File: src/rtl/serial_add_ctrl_pkg.sv
// Shared definitions for the bit-serial adder controller: FSM encoding and default width.
package serial_add_ctrl_pkg;

   localparam int DEFAULT_WIDTH = 8;

   typedef enum logic [1:0] {
      IDLE = 2'd0,
      RUN  = 2'd1,
      DONE = 2'd2
   } state_t;

endpackage

File: src/rtl/serial_add_ctrl_cell.sv
// One-bit full adder cell built from two half adders; purely combinational.
module half_adder (
   input  logic x,
   input  logic y,
   output logic s,
   output logic c
);
   assign s = x ^ y;
   assign c = x & y;
endmodule

module bit_adder_cell (
   input  logic x,
   input  logic y,
   input  logic cin,
   output logic s,
   output logic cout
);
   logic w_s1;
   logic w_c1;
   logic w_c2;

   half_adder u_ha0 (.x(x),    .y(y),   .s(w_s1), .c(w_c1));
   half_adder u_ha1 (.x(w_s1), .y(cin), .s(s),    .c(w_c2));

   assign cout = w_c1 | w_c2;
endmodule

File: src/rtl/serial_add_ctrl.sv
// Bit-serial adder controller: sequences one full-adder cell LSB first over WIDTH cycles.
module serial_add_ctrl
   import serial_add_ctrl_pkg::*;
#(
   parameter int WIDTH = DEFAULT_WIDTH
) (
   input  logic             clk,
   input  logic             rst,
   input  logic             start,
   input  logic [WIDTH-1:0] a,
   input  logic [WIDTH-1:0] b,
   output logic             busy,
   output logic             done,
   output logic [WIDTH-1:0] sum,
   output logic             carry_out
);

   localparam int             CW   = $clog2(WIDTH);
   localparam logic [CW-1:0]  LAST = CW'(WIDTH - 1);

   state_t           r_state;
   state_t           w_state_nxt;
   logic [WIDTH-1:0] r_opa;
   logic [WIDTH-1:0] r_opb;
   logic [WIDTH-1:0] r_sum;
   logic [CW-1:0]    r_cnt;
   logic             r_c;
   logic             r_cout;
   logic             r_busy;
   logic             r_done;
   logic             w_s;
   logic             w_cnext;
   logic             w_last;

   assign w_last = (r_cnt == LAST);

   bit_adder_cell u_cell (
      .x    (r_opa[0]),
      .y    (r_opb[0]),
      .cin  (r_c),
      .s    (w_s),
      .cout (w_cnext)
   );

   always_ff @(posedge clk or posedge rst) begin
      if (rst) r_state <= IDLE;
      else     r_state <= w_state_nxt;
   end

   always_comb begin
      w_state_nxt = r_state;
      case (r_state)
         IDLE:    if (start)  w_state_nxt = RUN;
         RUN:     if (w_last) w_state_nxt = DONE;
         DONE:    w_state_nxt = IDLE;
         default: w_state_nxt = IDLE;
      endcase
   end

   // busy/done are registered from the next state so they line up with r_state without decode glitches
   always_ff @(posedge clk or posedge rst) begin
      if (rst) begin
         r_busy <= 1'b0;
         r_done <= 1'b0;
      end else begin
         r_busy <= (w_state_nxt != IDLE);
         r_done <= (w_state_nxt == DONE);
      end
   end

   always_ff @(posedge clk or posedge rst) begin
      if (rst) begin
         r_opa  <= '0;
         r_opb  <= '0;
         r_sum  <= '0;
         r_cnt  <= '0;
         r_c    <= 1'b0;
         r_cout <= 1'b0;
      end else begin
         case (r_state)
            IDLE: begin
               if (start) begin
                  r_opa  <= a;
                  r_opb  <= b;
                  r_sum  <= '0;
                  r_cnt  <= '0;
                  r_c    <= 1'b0;
                  r_cout <= 1'b0;
               end
            end
            RUN: begin
               r_sum <= {w_s, r_sum[WIDTH-1:1]};
               r_opa <= {1'b0, r_opa[WIDTH-1:1]};
               r_opb <= {1'b0, r_opb[WIDTH-1:1]};
               r_c   <= w_cnext;
               // counter parks at WIDTH-1 on the last bit so it never wraps
               if (w_last) r_cout <= w_cnext;
               else        r_cnt  <= r_cnt + 1'b1;
            end
            default: ;
         endcase
      end
   end

   assign busy      = r_busy;
   assign done      = r_done;
   assign sum       = r_sum;
   assign carry_out = r_cout;

endmodule

File: config.mk
export PLATFORM = sky130hd
export DESIGN_NAME = serial_add_ctrl
export DESIGN_NICKNAME = d
export VERILOG_FILES = /design/src/rtl/serial_add_ctrl_pkg.sv /design/src/rtl/serial_add_ctrl_cell.sv /design/src/rtl/serial_add_ctrl.sv
export SDC_FILE = /design/constraint.sdc
export NUM_CORES = 1
export LEC_CHECK = 0
export CORE_UTILIZATION = 50
export DETAILED_ROUTE_END_ITERATION = 8
export DONT_BUFFER_PORTS = 1
export GPL_ROUTABILITY_DRIVEN = 0
export PLACE_DENSITY = 0.66
export REMOVE_ABC_BUFFERS = 1
export SYNTH_ARGS = -nofsm -noshare
export SYNTH_HDL_FRONTEND = slang
export SYNTH_SLANG_ARGS = --single-unit
File: constraint.sdc
create_clock -name clk -period 2.9 [get_ports clk]
set_input_delay 0.29 -clock clk [delete_from_list [all_inputs] [get_ports clk]]
set_output_delay 0.29 -clock clk [all_outputs]
set_load 0.05 [all_outputs]
**Yosys cells after proc, flatten, opt, wreduce, memory -nomap -nowiden**

Index checks and enable logic that the tools add are counted.

- Eq/ne operators: 6
- $add $sub $neg: 1
- Bitwise logic cells: 5
- Mux-type cells: 16
- Reductions and logical operators: 6

Operators with widths:

| cell | number |
|---|---|
| $pmux 8 s2 | 3 |
| $mux 8 | 3 |
| $mux 3 | 2 |
| $ne 2x2->1 const B | 3 |
| $pmux 3 s2 | 1 |
| $reduce_and 3->1 | 2 |
| $mux 2 | 2 |
| $pmux 1 s2 | 2 |
| $pmux 2 s2 | 1 |
| $reduce_bool 2->1 | 2 |
| $add 3x1->3 const B | 1 |
| $eq 3x3->1 const B | 1 |
| $and 1x1->1 | 2 |
| $eq 2x1->1 const B | 1 |
| $eq 2x2->1 const B | 1 |
| $logic_not 2->1 | 1 |
| $mux 1 | 2 |
| $reduce_and 2->1 | 1 |
| $xor 1x1->1 | 2 |
| $or 1x1->1 | 1 |

- Bits of input ports: 19
- Register bits: 33
- Word-level logic and storage cells: 43
- Output and inout bits: 11

**Depth between registers and ports, before layout**

- Word-level depth: 5
- Gate-level depth with buffers: 4
- Depth with buffers taken out: 4

**Cells and area by module**

Synthesis repeated with hierarchy kept, for this count alone.

- Cell total of the unflattened synthesis: 133
- Area total of the unflattened synthesis: 1511.4 um^2

Modules (own cells, without submodules):

| module | seq. area each (um^2) | instances | cells each | area each (um^2) |
|---|---|---|---|---|
| serial_add_ctrl | 825.8 | 1 | 130 | 1480.2 |
| half_adder | 0.0 | 2 | 1 | 12.5 |
| bit_adder_cell | 0.0 | 1 | 1 | 6.3 |

**Least setup slack after synthesis**

No wires, ideal clock.

- Path kind: reg-to-reg
- From: register r_cnt[0]
- To: register r_cnt[2]
- Arrival: 1.241 ns
- Cell stages (with the launch flop): 5
- Slack: 1.533 ns
- Cells stage by stage: dfrtp_1 > ha_1 > ha_1 > nor2b_1 > a221o_1

- Longest elaborated chain between the ends: 3
- Elaborated cells between the ends (all ways): 6
- Classes of those cells: 1 x add/sub; 2 x eq/ne; 2 x mux; 1 x reduce/logical

Ends and longest elaborated chain:

| what | RTL line | text |
|---|---|---|
| from (decl) | serial_add_ctrl.sv:26 | `logic [CW-1:0] r_cnt;` |
| from (signal assigned) | serial_add_ctrl.sv:98 | `else r_cnt <= r_cnt + 1'b1;` |
| $add 3x1->3 / $eq 3x3->1 (equally long branches) | serial_add_ctrl.sv:98, serial_add_ctrl.sv:35 |  |
| $mux 3 / $ne 2x2->1 (equally long branches) | - |  |
| $pmux 3 s2 / $reduce_and 3->1 (equally long branches) | - |  |

Several ways; a longest one is shown, not always the timed one. The select of a mux whose other input is x is not followed.
A chain may end at the register's enable or synchronous reset.

**Final worst setup path**

- From: register r_state[1]
- To: register r_cnt[1]

- Longest elaborated chain between the ends: 3
- Elaborated cells between the ends (all ways): 7
- Classes of those cells: 3 x eq/ne; 1 x mux; 3 x reduce/logical

Ends and longest elaborated chain:

| what | RTL line | text |
|---|---|---|
| from (decl) | serial_add_ctrl.sv:21 | `state_t r_state;` |
| from (signal assigned) | serial_add_ctrl.sv:47 | `else r_state <= w_state_nxt;` |
| $eq 2x1->1 / $logic_not 2->1 (equally long branches) | serial_add_ctrl.sv:80 | `case (r_state)` |
| $ne 2x2->1 (no line) / $reduce_bool 2->1 (equally long branches) | - |  |
| $reduce_and 3->1 (no line) | - |  |

Several ways; a longest one is shown, not always the timed one.

==> key figures <==
Run status
  – Outcome: finished, violations left
  – Failing checks: design-rule violations

Hold path
  – Type of the tightest min-delay check: in -> reg

Floorplan
  – I/O pin count: 30
  – Die extent in x: 57.4 um
  – Standard cell core area: between 2000 and 3000 um^2
  – Initial Utilization: between 50 and 60%
  – Placement row count: 19
  – Overall die height: roughly 57 um
  – Overall die area: 3290 um^2

Worst setup path
  – Crit path launch type: register
  – Biggest fanout along the worst timing path: 28
  – Data arrival time of the critical path: ~2.0 ns
  – End point of the critical path: r_cnt[1]$_DFFE_PP0P_
  – Capture instance of the worst register-to-register path: r_cnt[1]$_DFFE_PP0P_
  – Worst Setup SP: r_state[1]$_DFF_PP0_
  – CP endpoint kind: register
  – Required @ worst endpoint: 3.12 ns
  – Critical R2R Launch: r_state[1]$_DFF_PP0_
  – Setup slack on the worst flop-to-flop path: 1.16 ns
  – CP Class: reg -> reg
  – Depth of the worst register-to-register path: 2

Pwr
  – Areal power density over the cells: 1240 nW/um^2
  – LEAKAGE: approximately 0.00077 uW
  – IR drop worst, VDD: 522 uV

STA
  – Period utilization: ~60%
  – Worst-margin pin slew: roughly 0.86 ns
  – Endpoints failing setup: 0
  – Slack of the critical path: 1.16 ns
  – Setup repair after global routing missed its margin: false
  – Clock Skews: between 0.01 and 0.015 ns
  – Highest Clock Rate: 574 MHz
  – Setup total negative slack: 0 ns
  – Minimum clock period: 1.74 ns
  – Count of endpoints failing hold in the final timing report: 0
  – Slew Viols, Final: 0
  – Headroom to the max-slew limit: 42.5%

Detailed routing
  – Routed length on met2: 1.43 mm
  – Detailed-route DRC error count: 3
  – Via count: slightly above 1k
  – Antenna Violating Nets Remaining: 0
  – Total wirelength of the detailed-routed design: slightly below 3 mm
  – Met3 Wirelength: 215 um
  – Met1 routed wirelength after detailed routing: between 1 and 1.5 mm
  – First-pass iteration count of the detailed router: 7
  – WL/cell: 18.2 um
  – Post-detailed-route via-to-cell ratio: 6.41
  – Count of routing violations after the opening detailed-route iteration: roughly 110
  – Highest routed layer: met4

Cells and area
  – Layout cell share with drive strength beyond 1: 10.1%
  – Final #Nets: 150
  – Most common library cell in the layout ignoring fill and taps: sky130_fd_sc_hd__dfrtp_1
  – Leading cell types in the layout, fill and taps excluded: sky130_fd_sc_hd__dfrtp_1, sky130_fd_sc_hd__inv_1, sky130_fd_sc_hd__nor2_1, sky130_fd_sc_hd__a222oi_1, sky130_fd_sc_hd__a22o_1
  – Syn-to-layout area delta: 4.89%
  – Antenna diode count: 0

CTS
  – Post-cts resize count: 0
  – Number of hold buffers added after cts: 1
  – Clock latency on the worst-skew pair: 0.33 ns
  – TritonCTS clock tree: built
  – Number of buffers inserted by post-CTS setup repair: 0
  – Register clock-pin slew on the reported worst setup and hold paths: 0.11 ns
  – Number of clock buffers inserted by TritonCTS: 5
  – Number of sinks on the clock net: 33
  – H-tree Lvls: 2
  – CTS Buffer Depth: 2
  – Clock root cell: sky130_fd_sc_hd__clkbuf_4

Logic synthesis
  – Syn Inst Count: between 100 and 150
  – Portion of the post-synthesis area used by sequential elements: 53.8%
  – Netlist area before placement: 1530 um^2
  – Main flop type after synthesis: sky130_fd_sc_hd__dfrtp_1
  – Dominant cells by area after synthesis: sky130_fd_sc_hd__dfrtp_1, sky130_fd_sc_hd__a222oi_1, sky130_fd_sc_hd__a22o_1, sky130_fd_sc_hd__inv_1, sky130_fd_sc_hd__buf_6
  – Number of distinct library cells after synthesis: 27
  – Number of flops mapped to enable cells by yosys: 0
  – Number of synthesized register bits: 33
  – Number of synthesis warnings: 0
  – Post-synthesis async set-or-reset flop share: 100%
  – Portion of synthesized cell area occupied by the leading cell type: 53.8%
  – Mean instance size in the synthesized netlist: 11.9 um^2
  – Largest area contributor in the netlist: sky130_fd_sc_hd__dfrtp_1

Global routing
  – Maximum number of pins on one net before global-route repair: 34
  – Total congestion overflow: 0
  – First-pass GRT wire length: between 4 and 5 mm
  – Antenna violations before repair: 0
  – Total global-route track usage: about a fifth
  – Via count of the first global-routing pass: 1020

Flow run
  – Count of maximum capacitance violations: 0

Placement
  – Pre-CTS worst setup slack: 1.18 ns
  – HPWL Detailed: roughly 1.8 mm
  – Number of buffers added on ports: 0
-- power by group --
group          switching, uW  internal, uW
registers                354           653
clock network            157           267
logic                    274           289
total                    785          1210
-- cell type report --
type / instances / area [um^2]
inverter: 18 / 67.6
multi-input combinational: 68 / 557
timing repair buffer: 2 / 17.5
clock inverter: 3 / 65.1
sequential: 33 / 826
tap: 31 / 38.8
fill: 249 / 1220
clock buffer: 5 / 37.5
-- cells in the mapped netlist, types with 3 or more instances --
master and number:
sky130_fd_sc_hd__dfrtp_1 33, sky130_fd_sc_hd__a211oi_1 3, sky130_fd_sc_hd__nor4b_1 3, sky130_fd_sc_hd__a221o_1 3
sky130_fd_sc_hd__a22o_1 9, sky130_fd_sc_hd__nor3b_1 3, sky130_fd_sc_hd__nor2b_1 3, sky130_fd_sc_hd__buf_2 4
sky130_fd_sc_hd__nor2_1 12, sky130_fd_sc_hd__and3_1 3, sky130_fd_sc_hd__buf_6 5, sky130_fd_sc_hd__inv_1 18
sky130_fd_sc_hd__a222oi_1 11
-- worst min path at each step --
| stage | from | depth (start not counted) | to | slack [ns] |
|---|---|---|---|---|
| 2_1_floorplan | rst | 1 | busy$_DFF_PP0_ | 0.42 |
| 3_3_place_gp | rst | 2 | r_opb[4]$_DFFE_PP0P_ | 0.29 |
| 3_5_place_dp | rst | 2 | r_opb[4]$_DFFE_PP0P_ | 0.30 |
| 4_1_cts | b[1] | 2 | r_opb[1]$_DFFE_PP0P_ | 0.14 |
| 5_1_grt | b[1] | 2 | r_opb[1]$_DFFE_PP0P_ | 0.15 |
| 6_report | b[1] | 2 | r_opb[1]$_DFFE_PP0P_ | 0.15 |
-- metrics by stage --
stage	instance area, um^2	hold WS, ns	std cells	power [uW]	util [%]
detailed placement	1500	0.296	151	1580	52.9
CTS	1610	0.139	160	2010	56.9
finish	1610	0.150	160	1990	56.9
floorplan	1450	0.419	119	1430	-
global placement	1500	0.289	151	1540	52.9
global route	1610	0.147	160	2140	56.9
-- logic make-up after synthesis --
family / count (synthesis) / share of synthesized area (%)
AND/OR/NAND/NOR: 34 / 14.0
buffers and inverters: 28 / 9.87
flip-flops: 33 / 53.8
AO/OA/AOI/OAI: 31 / 19.3
adder cells (fa/ha/maj): 3 / 2.94
-- metal layers --
metal,track usage [%],vias to the layer above
li1,-,468
met1,25.8,520
met2,30.7,34
met3,7.26,4
met4,7.32,0
met5,0,-
-- worst max-delay path, cell delays in order, from the launching register on --
cell and delay, ns:
sky130_fd_sc_hd__dfrtp_1 0.71, sky130_fd_sc_hd__o21bai_4 0.49, sky130_fd_sc_hd__a221o_1 0.42
-- registers in the layout (all words and copies together) (netlist names) --
name / flops
r_state: 2
r_opa: 8
sum: 8
r_opb: 8
done: 1
busy: 1
carry_out: 1
r_c: 1
r_cnt: 3
Note: power is estimated with default switching activity, not from simulation.
